### src/rtl/serial_addsub_pkg.sv
// Shared definitions for the bit-serial add/subtract unit: default width and FSM encoding.
package serial_addsub_pkg;

  localparam int DEFAULT_WIDTH = 8;

  typedef enum logic [1:0] {
    ST_IDLE = 2'd0,
    ST_RUN  = 2'd1,
    ST_DONE = 2'd2
  } state_t;

endpackage

### src/rtl/serial_addsub_full_adder.sv
// Gate-level one-bit full adder; the only arithmetic cell in the serial datapath.
module structuralFullAdder (
  input  logic a,
  input  logic b,
  input  logic cin,
  output logic sum,
  output logic cout
);

  logic ab_x;
  logic ab_a;
  logic cx_a;

  xor g_x1 (ab_x, a, b);
  xor g_x2 (sum, ab_x, cin);
  and g_a1 (ab_a, a, b);
  and g_a2 (cx_a, ab_x, cin);
  or  g_o1 (cout, ab_a, cx_a);

endmodule

### src/rtl/serial_addsub.sv
// Bit-serial adder/subtractor: one full adder processes the operands LSB first,
// one bit per cycle, producing result, carry and signed overflow after WIDTH cycles.
//
// Handshake: start is a request sampled only while idle (busy=0); there is no
// ready back-pressure, so start in RUN/DONE is dropped. done is a one-cycle valid
// strobe and the result fields hold until the next accepted start.
module serial_addsub
  import serial_addsub_pkg::*;
#(
  parameter int WIDTH = DEFAULT_WIDTH
) (
  input  logic             clk,
  input  logic             reset,
  input  logic             start,
  input  logic             sub,
  input  logic [WIDTH-1:0] a,
  input  logic [WIDTH-1:0] b,
  output logic             busy,
  output logic             done,
  output logic [WIDTH-1:0] result,
  output logic             carryout,
  output logic             overflow
);

  localparam int CW = $clog2(WIDTH);
  localparam logic [CW-1:0] LAST_BIT = CW'(WIDTH - 1);

  state_t           state;
  logic [WIDTH-1:0] a_sr;
  logic [WIDTH-1:0] b_sr;
  logic             carry;
  logic [CW-1:0]    cnt;
  logic             fa_sum;
  logic             fa_cout;

  structuralFullAdder u_fa (
    .a    (a_sr[0]),
    .b    (b_sr[0]),
    .cin  (carry),
    .sum  (fa_sum),
    .cout (fa_cout)
  );

  always_ff @(posedge clk) begin
    if (reset) begin
      state    <= ST_IDLE;
      a_sr     <= '0;
      b_sr     <= '0;
      carry    <= 1'b0;
      cnt      <= '0;
      result   <= '0;
      carryout <= 1'b0;
      overflow <= 1'b0;
      done     <= 1'b0;
      busy     <= 1'b0;
    end else begin
      case (state)
        ST_IDLE: begin
          done <= 1'b0;
          if (start) begin
            // Subtraction is a + ~b + 1: the +1 enters through the carry flop.
            a_sr     <= a;
            b_sr     <= sub ? ~b : b;
            carry    <= sub;
            cnt      <= '0;
            carryout <= 1'b0;
            overflow <= 1'b0;
            busy     <= 1'b1;
            state    <= ST_RUN;
          end
        end
        ST_RUN: begin
          a_sr   <= a_sr >> 1;
          b_sr   <= b_sr >> 1;
          result <= {fa_sum, result[WIDTH-1:1]};
          carry  <= fa_cout;
          cnt    <= cnt + CW'(1);
          if (cnt == LAST_BIT) begin
            // carry still holds the carry into the MSB here.
            carryout <= fa_cout;
            overflow <= carry ^ fa_cout;
            done     <= 1'b1;
            state    <= ST_DONE;
          end
        end
        ST_DONE: begin
          done  <= 1'b0;
          busy  <= 1'b0;
          state <= ST_IDLE;
        end
        default: begin
          done  <= 1'b0;
          busy  <= 1'b0;
          state <= ST_IDLE;
        end
      endcase
    end
  end

endmodule

### config.mk
export PLATFORM = sky130hd
export DESIGN_NAME = serial_addsub
export DESIGN_NICKNAME = d
export VERILOG_FILES = /design/src/rtl/serial_addsub_pkg.sv /design/src/rtl/serial_addsub_full_adder.sv /design/src/rtl/serial_addsub.sv
export SDC_FILE = /design/constraint.sdc
export NUM_CORES = 1
export LEC_CHECK = 0
export CAP_MARGIN = 5
export CORE_MARGIN = 4
export CORE_UTILIZATION = 30
export DETAILED_ROUTE_END_ITERATION = 8
export HOLD_SLACK_MARGIN = 0.15
export SLEW_MARGIN = 20
export SYNTH_ARGS = -nofsm -noshare
export SYNTH_HDL_FRONTEND = slang
export SYNTH_SLANG_ARGS = --single-unit
### constraint.sdc
create_clock -name clk -period 4.4 [get_ports clk]
set_clock_uncertainty 0.15 [all_clocks]
set_input_delay 0.88 -clock clk [delete_from_list [all_inputs] [get_ports clk]]
set_output_delay 0.88 -clock clk [all_outputs]
set_load 0.02 [all_outputs]
After elaboration in Yosys (flattened, before gate mapping). Index checks and enable logic that the tools add are counted.

Register bits: 34. Input port bits: 20. Output and inout port bits: 12. Logic and storage cells: 49.

$add $sub $neg: 1. Equal/unequal tests: 4. Mux-type cells: 19. Bitwise logic cells: 8. Reduce and logical (&&, ||, !) cells: 7.

Operators by type and width (count): $pmux 8 s2 (2); $mux 8 (3); $not 8->8 (1); $pmux 1 s2 (4); $pmux 3 s2 (1); $reduce_and 2->1 (3); $mux 1 (5); $mux 2 (2); $ne 2x2->1 const B (2); $pmux 2 s2 (1); $add 3x1->3 const B (1); $eq 3x3->1 const B (1); $mux 3 (1); $reduce_and 3->1 (1); $xor 1x1->1 (3); $and 1x1->1 (2); $eq 2x1->1 const B (1); $logic_not 2->1 (1); $reduce_bool 2->1 (1); $reduce_or 2->1 (1); $not 1->1 (1); $or 1x1->1 (1).

Logic depth before layout (Yosys ltp).
Depth in word-level cells: 6. Depth in mapped cells: 6. Depth with buffers taken out: 5.

Modules after synthesis. A second synthesis with hierarchy kept.

Cells, all modules: 165. Area, all modules: 1490.2 um2.

By module, submodules not included: serial_addsub (instances 1, cells each 164, area each 1470.2 um2, seq. area each 680.7 um2); structuralFullAdder (instances 1, cells each 1, area each 20.0 um2, seq. area each 0.0 um2).

Worst setup path before layout. Ideal clock, no wire load.

Path type: input -> register. From: input start. To: register a_sr[6]. Setup time: 0.119 ns. Arrival: 1.539 ns. Data required time: 4.131 ns. Slack: 2.592 ns. Stages on the path: 5. Path buffers: 2. Cells stage by stage: buf_2 -> buf_2 -> nor2_1 -> a21oi_1 -> o221a_2.

Cells in the longest elaborated chain, start to end: 2.

Ends and longest elaborated chain: from (decl) (RTL line serial_addsub.sv:14) `input logic start,`; $ne 2x2->1 (no source line); $reduce_and 2->1 (no source line); to (signal assigned) (RTL line serial_addsub.sv:73) `a_sr <= a_sr >> 1;`; to (decl) (RTL line serial_addsub.sv:29) `logic [WIDTH-1:0] a_sr;`.

Every way passes these cells. A chain may end at the register's enable or synchronous reset.

Final worst setup path.
From: input start. To: register carryout.

Cells in the longest elaborated chain, start to end: 2.

Ends and longest elaborated chain: $ne 2x2->1 (no source line); $reduce_and 3->1 (no source line); to (signal assigned) (RTL line serial_addsub.sv:80) `carryout <= fa_cout;`; to (decl) (RTL line serial_addsub.sv:21) `output logic carryout,`.

Every way passes these cells.

==> run metrics <==
status completed; Final Hold Slack between 0.3 and 0.4 ns; DR WL met3 approximately 190 um; clk_lat worst skew 0.28 ns; Final Setup Violations 0; CTS Hold Bufs 0; Avg Inst Size Synth 8.76 um2; Crit Path Category input pin to register; total grt overflow 0; Post-synth ARST share 0%; CTS Sinks 34; max incr delay on CP 0.81 ns; Critical Path Start Type input pin; Routed WL around 3100 um; Post-synth EDFFs 0; CTS Buf Count 5; final hold vios 0; CP top delay family compound AO/OA/AOI/OAI gates; max cap viols 0; Crit-path slowest cell o21bai_1; Final nets 224; filler instances 509; yosys warns 0; CORE AREA 4880 um2; Vias/cell 4.63; I/O Buffers 31; crit share post-route 61.2%; Post-Synthesis Cells 178; syn nets ~200; register area share after synthesis 43.7%; gr usage total 10.7%; Worst Reg2Reg Path Length in Cells 3; critical path arrival roughly 2.8 ns; Synth-to-Final Area Change 26.0%; reg2reg start state[1]$_SDFFE_PP0P_; Hold Path Cell Cnt 2; Clock Pin Slew Worst Setup and Hold Paths ~0.07 ns; GP Congestion ~0.74; synthesized area 1560 um2; HP Class register to register; TNS Setup 0 ns; Top Layer Used met4; pin slew with the least headroom to its limit between 0.8 and 0.9 ns; fin. max-slew vios 0; Final WS setup 1.71 ns; Post-CTS Setup Bufs 0; largest net degree at the start of global routing 24; # rows 25; commonest non-fill, non-tap cell in the layout dfxtp_1; most frequent cells in the layout dfxtp_1, clkdlybuf4s50_1, a21oi_1, nor2_1, nand2_1; Die Wd 80.1 um; RSZ-0062 raised after global routing no; sequence of cells on the critical path clkdlybuf4s50_1 > o21bai_1 > o21ai_0 > a21oi_1; DP Area 1860 um2; routed wl met2 1390 um; die area 6410 um2; CP endpoint kind register; WL met1 around 1500 um; clk buf depth 2; Crit. path cell count 4; initial antenna violation count 0; #FFs+latches synth 34; CTS tree built; Primary FF master, synth dfxtp_1; Crit path buffers/inverters 1; DRT iter0 DRCs between 90 and 100; Rel. slew slack 44.4%; DR vias ~1.2k; Remaining DRCs 0; Req. time, crit path 4.46 ns; crit path time final 2.69 ns; vias in the first global route between 1k and 1.5k; sequential cell area 681 um2; Gates resized, CTS repair 0; Wirelength per Cell 11.6 um; Die Height 80.1 um; pwr dens 364 nW/um2; Post-DRT Antenna Nets 0; router iterations before antenna repair 4; # diodes 0; Layout Cell Area excl Fill between 1500 and 2000 um2; f_max 0.371 GHz; Max rail drop VDD 155 uV; Place WS 1.42 ns; fraction of layout cells with a size suffix above 1 10.4%; initial core utilization 31.9%; CTS root buf clkbuf_8; Crit Path Max Fanout 19; H-tree Lvls 2; Worst Min Path Start result[0]$_SDFFE_PP0P_; Synth cell types 30; multi-input gate area in the final layout 732 um2; DP Wirelength 2180 um; Critical Path Start start; total leakage power 0.706 nW; global-route wire length before repair 5340 um; IO Count 32
==> synth_stat cells, types with 2 or more instances <==
cell,number,share of area [%]
inv_1,11,2.6
dfxtp_1,34,44
nand2_1,15,3.6
a21oi_1,23,7.4
buf_4,2,0.96
o22ai_1,7,2.8
xnor2_1,8,4.5
clkbuf_1,3,0.72
ha_1,2,1.6
buf_2,6,1.9
buf_6,4,2.9
nor3_1,4,1.3
o221a_2,8,5.8
a22oi_1,12,5.8
nor2_1,23,5.5
o21ai_0,2,0.64
==> flip-flops by register name, indices dropped and copies added, names as in the netlist <==
name	count
a_sr	8
b_sr	8
result	8
cnt	3
state	2
busy	1
carry	1
carryout	1
done	1
overflow	1
==> worst register-to-register path: stages, from the launching register on <==
cell and delay (ns):
dfxtp_1 0.81, nand2b_2 0.48, o21ai_0 0.15, a32o_1 0.28
==> worst paths after layout <==
| check | end | slack, ns |
|---|---|---|
| max | carryout$_SDFFE_PP0P_ | 1.71 |
| min reg2reg | result[0]$_SDFFE_PP0P_ | 0.31 |
| max reg2reg | overflow$_SDFFE_PP0P_ | 2.43 |
| min | result[0]$_SDFFE_PP0P_ | 0.31 |
==> metrics by stage <==
stage	cells	power (mW)	utilization, %
global route	269	0.750	40.3
detailed placement	261	0.447	38.0
CTS	269	0.727	40.3
global placement	261	0.447	38.0
floorplan	178	0.420	-
finish	269	0.714	40.3
==> where the power goes <==
part / internal (mW) / switching, mW / total [mW]
registers: 0.326 / 0.0149 / 0.341
logic: 0.0508 / 0.0480 / 0.0988
clock network: 0.167 / 0.108 / 0.275
==> layout make-up <==
class                      instances  area share, %
clock inverter                     3           2.04
inverter                          11           2.10
multi-input combinational        117           37.3
clock buffer                       5           3.50
tap                               67           4.27
timing repair buffer              32           16.2
sequential                        34           34.6
==> metal layers <==
metal	vias up	track usage [%]
met5	-	0
met4	0	5.07
met3	2	3.81
met2	29	14.7
met1	552	14.6
li1	663	-
==> kinds of logic after synthesis <==
group / count (synthesis) / share of synthesized area [%]
flops: 34 / 43.7
buf+inv: 27 / 9.39
compound gates: 57 / 25.4
fa+ha+maj: 3 / 2.89
xor+xnor: 9 / 5.06
simple gates: 48 / 13.6
Note: power is estimated with default switching activity, not from simulation.
